<file path="config.mk">
export PLATFORM = sky130hd
export DESIGN_NAME = muldiv_seq
export DESIGN_NICKNAME = d
export VERILOG_FILES = /design/src/rtl/muldiv_seq_pkg.sv /design/src/rtl/muldiv_sign_fix.sv /design/src/rtl/muldiv_seq.sv
export SDC_FILE = /design/constraint.sdc
export NUM_CORES = 1
export LEC_CHECK = 0
export BUFFER_PORTS_ARGS = -buffer_cell sky130_fd_sc_hd__buf_2
export CAP_MARGIN = 20
export CORE_MARGIN = 4
export CORE_UTILIZATION = 45
export CTS_CLUSTER_DIAMETER = 100
export CTS_CLUSTER_SIZE = 20
export DETAILED_ROUTE_END_ITERATION = 8
export GPL_TIMING_DRIVEN = 1
export PLACE_DENSITY = 0.74
export SETUP_SLACK_MARGIN = 0.02
export SYNTH_ARGS = -nofsm -noshare
export SYNTH_HDL_FRONTEND = slang
export SYNTH_SLANG_ARGS = --single-unit
</file>
<file path="constraint.sdc">
create_clock -name clk -period 4.2 [get_ports clk]
set_input_delay 0.84 -clock clk [delete_from_list [all_inputs] [get_ports clk]]
set_output_delay 0.84 -clock clk [all_outputs]
set_load 0.01 [all_outputs]
</file>
<file path="src/rtl/muldiv_seq_pkg.sv">
// Shared cpu definitions for the iterative multiply/divide unit.
// Function codes, sequencer states and default data width.
package muldiv_seq_pkg;
  localparam int DATA_W = 16;

  localparam logic [3:0] FC_MUL = 4'b0100;
  localparam logic [3:0] FC_DIV = 4'b0101;

  typedef enum logic [1:0] {
    IDLE,
    CALC,
    DONE
  } md_state_e;
endpackage

</file>
<file path="src/rtl/muldiv_sign_fix.sv">
// Conditional two's-complement negate of a word pair, either as
// two independent words or as one joined double-width value.
module muldiv_sign_fix #(
  parameter int WIDTH = 16
) (
  input  logic             joint,
  input  logic             neg_hi,
  input  logic             neg_lo,
  input  logic [WIDTH-1:0] x_hi,
  input  logic [WIDTH-1:0] x_lo,
  output logic [WIDTH-1:0] y_hi,
  output logic [WIDTH-1:0] y_lo
);
  logic [2*WIDTH-1:0] wide;

  always_comb begin
    wide = {x_hi, x_lo};
    y_hi = x_hi;
    y_lo = x_lo;
    if (joint) begin
      if (neg_lo) wide = -wide;
      y_hi = wide[2*WIDTH-1:WIDTH];
      y_lo = wide[WIDTH-1:0];
    end else begin
      if (neg_hi) y_hi = -x_hi;
      if (neg_lo) y_lo = -x_lo;
    end
  end
endmodule

</file>
<file path="src/rtl/muldiv_seq.sv">
// Iterative signed MUL/DIV sequencer with pipeline stall.
// Optional MULDIV_EARLY_OUT_EN: MUL exits once multiplier bits run out.
module muldiv_seq
  import muldiv_seq_pkg::*;
#(
  parameter int WIDTH = DATA_W
) (
  input  logic             clk,
  input  logic             rst,
  input  logic             start,
  input  logic [3:0]       fc,
  input  logic [WIDTH-1:0] op_a,
  input  logic [WIDTH-1:0] op_b,
  output logic             busy,
  output logic             done,
  output logic             stall,
  output logic [WIDTH-1:0] res_lo,
  output logic [WIDTH-1:0] res_hi,
  output logic             div_by_zero
);
  localparam int CW = $clog2(WIDTH);
`ifdef MULDIV_EARLY_OUT_EN
  localparam bit EARLY = 1'b1;
`else
  localparam bit EARLY = 1'b0;
`endif

  md_state_e state, state_nxt;

  logic [CW-1:0]      count;
  logic               is_mul, sa, sb, dbz_pend;
  logic [2*WIDTH-1:0] acc, acc_nxt, mcand;
  logic [WIDTH-1:0]   mplier;
  logic [WIDTH:0]     abs_a, abs_b, trial;
  logic [WIDTH-1:0]   diff, fix_hi, fix_lo;
  logic               accept, last;

  assign accept = (state == IDLE) & start & ~rst &
                  ((fc == FC_MUL) | (fc == FC_DIV));
  assign busy   = (state != IDLE);
  assign done   = (state == DONE);
  assign stall  = accept | (state == CALC);

  muldiv_sign_fix #(.WIDTH(WIDTH + 1)) u_abs (
    .joint (1'b0),
    .neg_hi(op_a[WIDTH-1]),
    .neg_lo(op_b[WIDTH-1]),
    .x_hi  ({op_a[WIDTH-1], op_a}),
    .x_lo  ({op_b[WIDTH-1], op_b}),
    .y_hi  (abs_a),
    .y_lo  (abs_b)
  );

  // DIV keeps {remainder, dividend} in acc; MUL accumulates the product
  always_comb begin
    trial   = {acc[2*WIDTH-1:WIDTH], acc[WIDTH-1]};
    diff    = WIDTH'(trial - mcand[WIDTH:0]);
    acc_nxt = acc;
    if (is_mul) begin
      if (mplier[0]) acc_nxt = acc + mcand;
    end else if (trial >= mcand[WIDTH:0]) begin
      acc_nxt = {diff, acc[WIDTH-2:0], 1'b1};
    end else begin
      acc_nxt = {trial[WIDTH-1:0], acc[WIDTH-2:0], 1'b0};
    end
  end

  muldiv_sign_fix #(.WIDTH(WIDTH)) u_res (
    .joint (is_mul),
    .neg_hi(sa),
    .neg_lo(sa ^ sb),
    .x_hi  (acc_nxt[2*WIDTH-1:WIDTH]),
    .x_lo  (acc_nxt[WIDTH-1:0]),
    .y_hi  (fix_hi),
    .y_lo  (fix_lo)
  );

  assign last = (count == CW'(WIDTH - 1)) |
                (EARLY & is_mul & (mplier[WIDTH-1:1] == '0));

  always_comb begin
    state_nxt = state;
    unique case (state)
      IDLE: if (accept) state_nxt = CALC;
      CALC: if (last) state_nxt = DONE;
      DONE: state_nxt = IDLE;
      default: state_nxt = IDLE;
    endcase
  end

  always_ff @(posedge clk) begin
    if (rst) begin
      state       <= IDLE;
      count       <= '0;
      is_mul      <= 1'b0;
      sa          <= 1'b0;
      sb          <= 1'b0;
      dbz_pend    <= 1'b0;
      acc         <= '0;
      mcand       <= '0;
      mplier      <= '0;
      res_lo      <= '0;
      res_hi      <= '0;
      div_by_zero <= 1'b0;
    end else begin
      state <= state_nxt;
      if (accept) begin
        is_mul      <= (fc == FC_MUL);
        sa          <= op_a[WIDTH-1];
        sb          <= op_b[WIDTH-1];
        dbz_pend    <= (fc == FC_DIV) & (op_b == '0);
        div_by_zero <= 1'b0;
        count       <= '0;
        mplier      <= abs_b[WIDTH-1:0];
        if (fc == FC_MUL) begin
          mcand <= {{(WIDTH-1){1'b0}}, abs_a};
          acc   <= '0;
        end else begin
          mcand <= {{(WIDTH-1){1'b0}}, abs_b};
          acc   <= {{WIDTH{1'b0}}, abs_a[WIDTH-1:0]};
        end
      end else if (state == CALC) begin
        acc    <= acc_nxt;
        mplier <= mplier >> 1;
        count  <= count + 1'b1;
        if (is_mul) mcand <= mcand << 1;
        if (last) begin
          res_hi      <= fix_hi;
          res_lo      <= dbz_pend ? '1 : fix_lo;
          div_by_zero <= dbz_pend;
        end
      end
    end
  end
endmodule

</file>
# Yosys cells after proc, flatten, opt, wreduce, memory -nomap -nowiden
# Cells that the tools add are included.
totals:
  register_bits: 123
  inputBits: 39
  output_inout_bits: 36
  wordCells: 70
classes:
  add_sub_neg: 8
  order_cmp: 1
  n_eq_ne: 7
  mux: 23
  bitwise: 9
  reduce_logical: 10
ops:
  columns: ["op", "n"]
  rows:
  - ["2-to-1 mux 32 bit", 9]
  - ["2-to-1 mux 16 bit", 8]
  - ["2-to-1 mux 17 bit", 3]
  - ["negator 17 bit", 2]
  - ["adder 32 bit", 1]
  - ["negator 16 bit", 2]
  - ["negator 32 bit", 1]
  - [">= comparator 17 bit", 1]
  - ["zero test 16 bit", 1]
  - ["subtractor 16 bit", 1]
  - ["== test 4 x 3 -> 1 bit (second input constant)", 2]
  - ["AND reduction 2 bit", 3]
  - ["nonzero test 2 bit", 3]
  - ["adder 4 x 1 -> 4 bit (second input constant)", 1]
  - ["bitwise AND 1 bit", 4]
  - ["== test 4 bit (second input constant)", 1]
  - ["2-to-1 mux 2 bit", 2]
  - ["inequality test 2 bit (second input constant)", 2]
  - ["one-hot mux 2 bit (2 select lines)", 1]
  - ["AND reduction 3 bit", 1]
  - ["== test 2 x 1 -> 1 bit (second input constant)", 1]
  - ["== test 2 bit (second input constant)", 1]
  - ["zero test 2 bit", 1]
  - ["inverter 1 bit", 2]
  - ["other kinds (3)", 4]

# Longest topological paths before layout
# Gate-level depths: netlist of run 1.
logic_depth:
  word_depth: 7
  depth_mapped: 18
  mapped_depth_nobuf: 17

# Cells and area by module
# Synthesis of run 1 repeated with hierarchy kept, for this count alone.
unflattened:
  hier_cells: 1381
  area_unflattened_um2: 10254.8
by_module_without_submodules:
  columns: ["module", "n_inst", "cells_per_inst", "area_each_um2", "seq_area_each_um2"]
  rows:
  - ["muldiv_seq", 1, 1116, 8503.2, 2462.4]
  - ["muldiv_sign_fix at u_abs", 1, 149, 952.2, 0.0]
  - ["muldiv_sign_fix at u_res", 1, 116, 799.5, 0.0]

# Least setup slack after synthesis of run 1
# Ideal clock, no wire load.
synth_path:
  kind: "reg-to-reg"
  start: "register mcand[14]"
  end: "register res_hi[10]"
  setup_time_ns: 0.074
  t_arrival_ns: 3.766
  required_ns: 4.126
  slack_ns: 0.359
  path_stages_with_launch: 16
  path_buffers: 0
  synth_period_minus_slack_ns: 3.841
  cell_sequence: "dfxtp_1 -> inv_1 -> ha_1 -> a21oi_1 -> nor2b_1 -> o21a_1 -> a211oi_1 -> nand2_1 -> o21ai_0 -> ha_1 -> and3_1 -> o21ai_1 -> o31ai_4 -> nor2_1 -> or4_1 -> a31oi_1"
synth_between:
  elab_chain_len: 6
  word_cells_on_any_way: 10
  classes_between: "add/sub (3); order compare (1); mux (6)"
synth_lines:
  columns: ["element", "line_no", "source"]
  rows:
  - ["start: declaration", "muldiv_seq.sv:32", "logic [2*WIDTH-1:0] acc, acc_nxt, mcand;"]
  - ["start signal: assignment", "muldiv_seq.sv:116", "mcand <= {{(WIDTH-1){1'b0}}, abs_a};"]
  - ["start signal: assignment", "muldiv_seq.sv:119", "mcand <= {{(WIDTH-1){1'b0}}, abs_b};"]
  - ["start signal: assignment", "muldiv_seq.sv:126", "if (is_mul) mcand <= mcand << 1;"]
  - ["adder 32 bit or >= comparator 17 bit (tied branches)", "muldiv_seq.sv:60, muldiv_seq.sv:61", null]
  - ["2-to-1 mux 32 bit (on tied branches)", "muldiv_seq.sv:60, muldiv_seq.sv:61", null]
  - ["2-to-1 mux 32 bit (*)", "muldiv_seq.sv:59", "if (is_mul) begin"]
  - ["negator 32 bit or negator 16 bit (tied branches)", "muldiv_sign_fix.sv:21, muldiv_sign_fix.sv:25", null]
  - ["2-to-1 mux 32 bit or 2-to-1 mux 16 bit (tied branches)", "muldiv_sign_fix.sv:21, muldiv_sign_fix.sv:25", null]
  - ["2-to-1 mux 16 bit (*)", "muldiv_sign_fix.sv:20", "if (joint) begin"]
  - ["end signal: assignment", "muldiv_seq.sv:128", "res_hi <= fix_hi;"]
  - ["end: declaration", "muldiv_seq.sv:18", "output logic [WIDTH-1:0] res_hi,"]
# Every way passes the cells marked *; elsewhere a longest branch is shown, timed or not.
# A chain may end at the register's enable or synchronous reset.

# Final worst setup path of run 1
layout_path:
  start: "register mcand[12]"
  end: "register res_hi[10]"
# The elaborated chain is that of the path after synthesis.

==> out/results.ini, run 1 <==
[detailed_routing]
drtIter0Drc = 1009
wl_per_cell_um = 19.8
drcViolationCount = 0
num_vias = 10400
final_antenna_net_count = 0
avgViaCountPerCell = 6.23
drt_pass1_iterations = 6
drt-total-wl_um = 33000

[global_route]
grt_pass1_wl_um = 51800
track_usage = 0.268
antenna_found_initial = 0
grt_overflow = 0
grt_pass1_vias = 9690
grt_max_degree = 87

[worst_setup_path]
crit_slowest_cell = ha_1
worst_ep_required_time_ps = 4540
crit_type = reg -> reg
rrSetupSlack_ps = 140
cp.arrival_ps = 4400
slowest_delay_ps = 450
r2r_cells = 16
end_kind = flip-flop
cp_cell_sequence = ha_1, nand4_1, or3_1, a2bb2oi_2, and4_1, a2111oi_1, buf_4, nor3_1, inv_1, ha_1, nor3b_4, nand2_1, nor2_1, nor2_1, or4_1, a31oi_1
rr_endpoint = res_hi[10]
worstSetupStartpointType = flip-flop
r2r_start = mcand[12]
path_max_fanout = 7

[cts]
numClockSinks = 123
clk_pin_slew_ps = 70
clk_latency_ps = 430
htreeDepth = 4
cts_buffers = 17
root_buffer = clkbuf_16
cts_buffer_depth = 2
cts_hold_buffers = 0
cts_tree = done

[hold_path]
worstHoldStart = res_hi[9]
worstHoldPathType = reg -> reg
hold_end = res_hi[9]
min_path_cells = 2

[yosys]
yosysSeqAreaShare = 0.254
synth.cell_area_mm2 = 0.00969
synth-edff-count = 0
yosys_warnings = 0
synth.net_count = 1390
async_flop_share = 0
syn_area_per_cell_um2 = 7.48
synth_ff_type = dfxtp_1
ys_types = 86
syn-instance-count = 1296
yosys_register_bits = 123

[sta]
drv_slew = 0
fmax_mhz = 246
slew-limit-headroom = 0.302
tightestPinTransition_ps = 1040
clock_skew_ps = 14.4
setup_viol = 0
fin_crit_ps = 4060
layout_setup_ws_ps = 142
finalCritPeriodShare = 0.966
rsz0062_at_grt = yes
final_hold_viol_count = 0

[run_status]
status = finished clean

[place]
place_congestion = 1.02
dp_slack_ps = 54.5
post-dp-hpwl_um = 24500
numPortBuffers = 74
placed_area_mm2 = 0.0106
placed_cells = 1632

[floorplanning]
ios = 75
die_x_um = 155
rows = 53
initial_core_util = 0.460
coreArea_mm2 = 0.0211
fp.dieArea_mm2 = 0.0240
die_y_um = 155

[final_layout]
stdcell_count = 1666
final_util = 0.537
area_growth_pct = 16.8
fill_cells = 1991
fin_area_mm2 = 0.0113
antenna_cells = 0
drive_gt1_frac = 0.167
fin_nets = 1472

[run]
maxCapViolCount = 0

[pwr]
p_leak_nw = 4.42
peakVddDrop_uv = 245
powerDensity_mw_per_mm2 = 316
finalPower_mw = 3.58

per-layer routing:
layer | vias to the layer above | track usage | routed length, µm
li1 | 4941 | - | -
met1 | 4829 | 0.348 | 13900
met2 | 497 | 0.428 | 15100
met3 | 115 | 0.0470 | 2330
met4 | 0 | 0.140 | 1710
met5 | - | 0 | 0
power breakdown:
group          leakage, nW  internal, mW  switching [mW]
Sequential           0.993          1.18          0.0147
Clock                0.284         0.854           0.658
Combinational         3.15         0.357           0.522
Total                 4.42          2.39            1.19
cell usage after synthesis, types with 4 or more instances:
library cell,count,share of area
or3_1,10,0.0065
o21bai_1,5,0.0039
a21o_1,20,0.015
ha_1,53,0.068
nand2_1,145,0.056
and4_1,4,0.0036
xor2_1,30,0.027
xnor2_1,51,0.046
mux2i_1,13,0.013
a31oi_1,15,0.0097
o211ai_1,10,0.0077
nand3b_1,4,0.0031
a221oi_1,8,0.0072
a222oi_1,7,0.0072
or2_2,4,0.0026
buf_1,6,0.0023
o41ai_1,6,0.0054
a311oi_1,24,0.022
a21oi_1,94,0.049
dfxtp_1,123,0.25
or4_1,4,0.0031
buf_2,4,0.0021
nand3_1,42,0.022
a2111oi_0,4,0.0036
nor4_1,7,0.0045
a22oi_1,25,0.019
o21ai_0,48,0.025
mux2_2,7,0.0081
a211oi_1,52,0.040
clkbuf_1,73,0.028
nand4_1,16,0.010
nor2_1,169,0.065
and2_1,6,0.0039
nand2b_1,13,0.0084
inv_1,34,0.013
nor2b_1,15,0.0097
a41oi_1,4,0.0036
a211o_1,6,0.0054
o31ai_1,10,0.0077
nor3_1,31,0.016
and3_1,11,0.0071
o21ai_1,7,0.0036
o21a_1,11,0.0085
worst max path at each step:
stage / cells past startpoint / startpoint / slack, ps / endpoint
floorplan: 15 / mcand[14] / 360 / res_hi[10]
global placement: 13 / acc[6] / 110 / res_hi[11]
detailed placement: 13 / mcand[6] / 50 / res_hi[15]
CTS: 14 / acc[0] / 40 / res_hi[15]
global route: 16 / mcand[5] / -100 / res_hi[10]
finish: 16 / mcand[12] / 140 / res_hi[10]
flip-flops by register name, indices dropped and copies added (netlist names):
register and flops:
res_hi 16, mcand 32, sb 1, div_by_zero 1
res_lo 16, acc 32, state 2, sa 1
count 4, is_mul 1, dbz_pend 1, mplier 16
critical path, delay by kind of cell, from the launching register on:
family,cells,cell delay (ps)
simple gates,9,1900
compound gates,3,740
fa+ha+maj,2,660
flops,1,380
buf+inv,2,290
kinds of logic after synthesis:
family,count (synthesis),synth area share
simple gates,492,0.232
fa+ha+maj,55,0.0725
flops,123,0.254
buf+inv,121,0.0493
compound gates,404,0.297
mux,20,0.0216
xor+xnor,81,0.0732
cell type report:
class | count | area (µm²) | area share
sequential | 123 | 2460 | 0.218
clock inverter | 14 | 149 | 0.0131
timing repair buffer | 149 | 956 | 0.0844
clock buffer | 18 | 439 | 0.0388
multi-input combinational | 1052 | 6840 | 0.604
inverter | 35 | 131 | 0.0116
tap | 275 | 344 | 0.0304
what timing repair did:
action / 4_1_cts / 5_1_grt
endpoints found under the hold margin: 0 / 0
resized for setup: 0 / 19
setup endpoints to repair: 0 / 12
buffers inserted: 0 / 2
cells in the final DEF, fill, tap and decap left out, drive strengths merged, types with 13 or more instances in the layout:
master	n
clkbuf	18
nand3	42
nand4	16
buf	149
nand2b	13
a311oi	24
mux2i	13
nor2	169
nor2b	15
o21ai	56
a211oi	55
a22oi	25
dfxtp	123
xnor2	51
a21o	21
xor2	30
ha	53
inv	43
a31oi	16
a21oi	96
nand2	145
nor3	31
per-stage QoR:
step	hold WS [ps]	TNS, ps
after global placement	439	0
after detailed placement	445	0
after global routing	475	-98.4
final	451	0
after CTS	455	0
after floorplan	437	0
Note: power is estimated with default switching activity, not from simulation.
==> run 2, diff against run 1 <==
CORE_UTILIZATION = 40   (was 45)
PLACE_DENSITY = not set   (was 0.74)
PLACE_DENSITY_LB_ADDON = 0.08   (was not set)
==> run 2 against run 1 <==
Effect of this change:
- register-to-register slack better by 60 ps
- clock skew down 3.7 ps
- count of clock-buffer cells in the layout unchanged
- largest power group unchanged
- die area up 12%
- power up 1.5%
- critical endpoint is now res_hi[15]
- worst setup slack better by 62 ps
- first-iteration DRC count down 23%
- final cell count up 3.5%
==> out/results.ini, run 2 (synthesis gave the netlist of run 1 again) <==
[detailed_routing]
wl_met3_um = 1940  ; -17%
wl_met1_um = 15500  ; +12%
drt-total-wl_um = 35900  ; +8.7%
top_layer = met4
drt_pass1_iterations = 5  ; -1
wl_per_cell_um = 20.8  ; +5.0%
final_antenna_net_count = 0  ; unchanged
drtIter0Drc = 779  ; -23%
avgViaCountPerCell = 5.93  ; -4.9%
drcViolationCount = 0  ; unchanged
met2_length_um = 17000  ; +13%
num_vias = 10200  ; -1.6%

[place]
placed_cells = 1690  ; +3.6%
dp_slack_ps = 85.6  ; +31.1 ps
post-dp-hpwl_um = 27700  ; +13%
placed_area_mm2 = 0.0108  ; +1.3%
numPortBuffers = 74  ; unchanged
place_congestion = 0.971  ; -5.1%

[final_layout]
fill_cells = 2419  ; +21%
fin_nets = 1486  ; +0.95%
stdcell_count = 1724  ; +3.5%
reg.largest.list = acc: 32 flops, mcand: 32 flops
layout_common_cells = 165 x nor2_1, 145 x nand2_1, 123 x dfxtp_1, 93 x a21oi_1, 90 x buf_4
drive_gt1_frac = 0.174  ; +0.00688
fin_area_mm2 = 0.0115  ; +1.2%
final_common_cell = nor2_1
area_growth_pct = 18.3
antenna_cells = 0  ; unchanged

[global_route]
grt_pass1_vias = 9822  ; +1.4%
grt_max_degree = 75  ; -14%
track_usage = 0.269  ; about the same
grt_overflow = 0  ; unchanged
antenna_found_initial = 0  ; unchanged
grt_pass1_wl_um = 56300  ; +8.7%

[pwr]
p_seq_frac = 0.328  ; -0.005
intPower_mw = 2.45  ; +2.5%
p_sw_frac = 0.327  ; -0.00649
p_clk_frac = 0.426  ; +0.004
powerDensity_mw_per_mm2 = 317  ; +0.26%
p_leak_nw = 4.50  ; +1.6%
netSwitchingPower_mw = 1.19  ; -0.50%
finalPower_mw = 3.64  ; +1.5%
peakVddDrop_uv = 234  ; -4.6%
comb_power_share = 0.246  ; about the same

[worst_setup_path]
cp_num_buf_inv = 1  ; -1
worstSetupStartpointType = flip-flop
cp_cell_sequence = ha_1, a21oi_4, o21ai_0, o21bai_1, xnor2_1, o21ai_1, nand2b_1, or4_4, o41ai_2, buf_4, o2bb2ai_1, a31oi_1, xnor2_1, a211oi_1
worst_ep_required_time_ps = 4550  ; about the same
path_max_fanout = 9  ; +2
rr_endpoint = res_hi[15]
r2r_start = acc[6]
rrSetupSlack_ps = 200  ; +60 ps
crit_slowest_cell = or4_4
crit_type = reg -> reg
end_kind = flip-flop
slowest_delay_ps = 610  ; +160 ps
cp.arrival_ps = 4350  ; -50 ps
cpMostUsedCell = xnor2_1
cp_top_family = compound AO/OA/AOI/OAI gates
r2r_cells = 14  ; -2

[sta]
drv_slew = 0  ; unchanged
finalCritPeriodShare = 0.952  ; -0.0147
rsz0062_at_grt = yes
fin_setup_tns_ps = 0  ; unchanged
clock_skew_ps = 10.7  ; -3.67 ps
slew-limit-headroom = 0.347  ; +0.0442
final_hold_viol_count = 0  ; unchanged
layout_setup_ws_ps = 204  ; +61.7 ps
tightestPinTransition_ps = 977  ; -66.1 ps
fmax_mhz = 250  ; +1.5%
fin_crit_ps = 4000  ; -61.7 ps
setup_viol = 0  ; unchanged

[floorplanning]
initial_core_util = 0.409  ; -0.0504
ios = 75  ; unchanged
rows = 56  ; +5.7%
die_y_um = 164  ; +5.8%
fp.dieArea_mm2 = 0.0268  ; +12%
die_x_um = 164  ; +5.8%
coreArea_mm2 = 0.0237  ; +12%

[cts]
clk_pin_slew_ps = 70  ; about the same
cts_tree = done
cts_buffers = 17  ; unchanged
numClockSinks = 123  ; unchanged
clk_latency_ps = 440  ; about the same
cts_buffer_depth = 2  ; unchanged
htreeDepth = 4  ; unchanged
root_buffer = clkbuf_16

[hold_path]
min_path_cells = 2  ; unchanged
worstHoldPathType = reg -> reg
hold_end = res_hi[9]
worstHoldStart = res_hi[9]

[run_status]
status = finished clean

[run]
maxCapViolCount = 0  ; unchanged

==> run 2: cell count changes in the layout (fill, tap and decap cells not counted), moves of 2 or more <==
| cell | before | now |
|---|---|---|
| dfxtp_2 | 2 | 0 |
| dfxtp_1 | 121 | 123 |
| inv_8 | 3 | 1 |
| a21oi_2 | 4 | 2 |
| o21ai_1 | 8 | 6 |
| ha_1 | 51 | 53 |
| buf_4 | 75 | 90 |
| a21oi_1 | 91 | 93 |
==> run 2: area by class of cell <==
| type | count | area [µm²] | share of cell area |
|---|---|---|---|
| clock inverters | 14 | 160 | 0.0140 |
| multi-input cells | 1052 | 6830 | 0.596 |
| clock buffers | 18 | 439 | 0.0383 |
| inverters | 35 | 131 | 0.0115 |
| repair buffers | 163 | 1040 | 0.0908 |
| well taps | 319 | 399 | 0.0348 |
| flip-flops and latches | 123 | 2460 | 0.215 |
==> run 2: per-stage QoR <==
step | util | hold slack, ps
floorplan | - | 437
global placement | 0.456 | 439
detailed placement | 0.456 | 446
CTS | 0.481 | 456
global route | 0.484 | 488
finish | 0.484 | 450
==> run 2: power groups by stage <==
stage | Combinational (mW) | Sequential, mW | Clock [mW]
after floorplan | 0.527 | 1.21 | 0
after global placement | 0.875 | 1.22 | 0
after detailed placement | 0.873 | 1.22 | 0
after CTS | 0.877 | 1.19 | 1.57
after global routing | 0.968 | 1.19 | 1.63
final | 0.896 | 1.19 | 1.55
==> run 2: metal layers <==
layer / GRT usage / up-vias
li1: - / 4964
met1: 0.355 / 4832
met5: 0 / -
met3: 0.0373 / 70
met2: 0.442 / 351
met4: 0.108 / 0
==> run 2: how the worst max path moves through the flow <==
stage | from | to | slack (ps) | depth (start not counted)
finish | acc[6] | res_hi[15] | 200 | 14
global route | acc[14] | res_hi[13] | 3 | 15
CTS | acc[0] | res_hi[13] | 50 | 15
detailed placement | acc[0] | res_hi[13] | 90 | 15
global placement | acc[7] | res_hi[13] | 120 | 15
floorplan | mcand[14] | res_hi[10] | 360 | 15
==> run 2: timing repair <==
action	4_1_cts	5_1_grt
hold buffers	0	0
setup endpoints to repair	0	12
setup buffers	0	2
gates resized for setup	0	13
==> run 2: worst min-delay path: stages, from the launching register on <==
cell	delay [ps]
dfxtp_1	310
nand2_1	50
a21oi_1	50
==> run 3, diff against run 2 <==
clock period = 3.4 ns   (was 4.2 ns; I/O delays follow)
==> run 3 against run 2 <==
Effect of this change:
- the flow now finishes with violations (negative setup slack)
- largest power group unchanged
- final cell count grew 13%
- routed wire length grew 10%
- via count grew 11%
- critical path depth grew 2
==> out/results.ini, run 3 (synthesis gave the netlist of run 1 again) <==
[run_status]
status = finished with violations
violations = negative setup slack

[place]
placed_cells = 1880  ; +11%
post-dp-hpwl_um = 29500  ; +6.3%
dp_slack_ps = -623  ; -708 ps
numPortBuffers = 74  ; unchanged
placed_area_mm2 = 0.0124  ; +15%
place_congestion = 0.928  ; -4.4%

[global_route]
grt_pass1_wl_um = 60100  ; +6.7%
grt_pass1_vias = 10900  ; +11%
track_usage = 0.287  ; +0.0180
grt_overflow = 0  ; unchanged
antenna_found_initial = 0  ; unchanged
grt_max_degree = 75  ; unchanged

[detailed_routing]
final_antenna_net_count = 0  ; unchanged
wl_per_cell_um = 20.2  ; -2.9%
drcViolationCount = 0  ; unchanged
drt-total-wl_um = 39500  ; +10%
num_vias = 11400  ; +11%
drtIter0Drc = 918  ; +18%
drt_pass1_iterations = 6  ; +1
avgViaCountPerCell = 5.81  ; -1.9%

[final_layout]
final_util = 0.598  ; +0.114
drive_gt1_frac = 0.374  ; +0.200
reg.largest.list = acc: 32 flops, mcand: 32 flops
stdcell_count = 1956  ; +13%
fin_area_mm2 = 0.0142  ; +23%
antenna_cells = 0  ; unchanged
final_common_cell = buf_4
fill_cells = 2263  ; -6.4%
layout_common_cells = 312 x buf_4, 159 x nor2_1, 140 x nand2_1, 101 x dfxtp_1, 82 x a21oi_1
fin_nets = 1718  ; +16%
area_growth_pct = 46.1

[sta]
final_hold_viol_count = 0  ; unchanged
layout_setup_ws_ps = -363  ; -567 ps
slew-limit-headroom = 0.192  ; -0.154
tightestPinTransition_ps = 1210  ; +231 ps
drv_slew = 0  ; unchanged
rsz0062_at_grt = yes
setup_viol = 17  ; +17
fmax_mhz = 266  ; +6.2%
clock_skew_ps = 15.0  ; +4.32 ps
fin_crit_ps = 3760  ; -233 ps
finalCritPeriodShare = 1.11  ; +0.155

[worst_setup_path]
crit_start = mcand[0]
cp_cell_sequence = ha_4, fa_2, and3_4, buf_6, o21ai_4, a21o_4, nor3b_4, o31ai_2, or2_1, or4_4, buf_6, o41ai_4, o2bb2ai_2, a31o_1, xor2_1, a211oi_1
r2r_start = mcand[0]
r2r_cells = 16  ; +2
rr_endpoint = res_hi[11]
cp_num_buf_inv = 2  ; +1
end_kind = flip-flop
cpMostUsedCell = buf_6
cp.depth = 16  ; +2
crit_end = res_hi[11]
worstSetupStartpointType = flip-flop
crit_type = reg -> reg
cp_top_family = compound AO/OA/AOI/OAI gates
rrSetupSlack_ps = -360  ; -570 ps
path_max_fanout = 5  ; -4
worst_ep_required_time_ps = 3690  ; -860 ps
crit_slowest_cell = or4_4
cp.arrival_ps = 4050  ; -300 ps
slowest_delay_ps = 550  ; -60 ps

[floorplanning]
rows = 56  ; unchanged
die_y_um = 164  ; unchanged
ios = 75  ; unchanged
die_x_um = 164  ; unchanged
initial_core_util = 0.409  ; unchanged
fp.dieArea_mm2 = 0.0268  ; unchanged
coreArea_mm2 = 0.0237  ; unchanged

[cts]
root_buffer = clkbuf_16
htreeDepth = 4  ; unchanged
numClockSinks = 123  ; unchanged
cts_tree = done
clk_latency_ps = 430  ; about the same
cts_buffer_depth = 2  ; unchanged
clk_pin_slew_ps = 70  ; about the same
cts_buffers = 17  ; unchanged

[pwr]
peakVddDrop_uv = 334  ; +43%
powerDensity_mw_per_mm2 = 357  ; +12%
p_leak_nw = 5.78  ; +29%
finalPower_mw = 5.05  ; +39%

[hold_path]
worstHoldPathType = reg -> reg

[run]
maxCapViolCount = 0  ; unchanged

==> run 3: routing by layer <==
layer / share of wire / global-route usage / vias up / wire (µm)
li1: - / - / 5427 / -
met1: 0.41 / 0.355 / 5388 / 16200
met2: 0.49 / 0.493 / 428 / 19200
met3: 0.050 / 0.0341 / 126 / 1970
met4: 0.055 / 0.138 / 0 / 2180
met5: 0 / 0 / - / 0
==> run 3: through the flow <==
step                      setup TNS, ps  hold WS [ps]
after global placement            -6920           438
final                             -4080           449
after floorplan                   -14.2           437
after CTS                         -3170           450
after global routing              -5940           487
after detailed placement          -6950           441
==> run 3: repair_timing <==
item	in CTS	in global routing
setup endpoints to repair	19	26
setup buffers	23	23
hold buffers	0	0
pin swaps	33	57
resized for setup	67	110
==> run 3: area by class of cell <==
class                           count  area (µm²)  share of cell area
Multi-Input combinational cell   1052        7720               0.545
Timing Repair Buffer              395        2830               0.200
Sequential cell                   123        2500               0.177
Clock buffer                       17         425              0.0300
Tap cell                          319         399              0.0282
Clock inverter                     15         151              0.0107
Inverter                           35         131             0.00928
==> run 3: worst min path at each step <==
| stage | start | to | slack, ps | cells past startpoint |
|---|---|---|---|---|
| CTS | res_hi[8] | res_hi[8] | 450 | 2 |
| global placement | res_hi[4] | res_hi[4] | 440 | 2 |
| finish | res_hi[8] | res_hi[8] | 450 | 2 |
| detailed placement | res_hi[4] | res_hi[4] | 440 | 2 |
| floorplan | mplier[15] | mplier[15] | 440 | 2 |
| global route | res_hi[4] | res_hi[4] | 490 | 2 |
==> run 3: worst min-delay path: stages, from the launching register on <==
cell	delay, ps
dfxtp_1	310
nand2_1	50
a21oi_1	50
==> run 3: where the power goes <==
| part | internal (mW) | switching (mW) | total (mW) |
|---|---|---|---|
| logic | 0.830 | 0.867 | 1.70 |
| registers | 1.45 | 0.0159 | 1.47 |
| clock network | 1.04 | 0.846 | 1.88 |
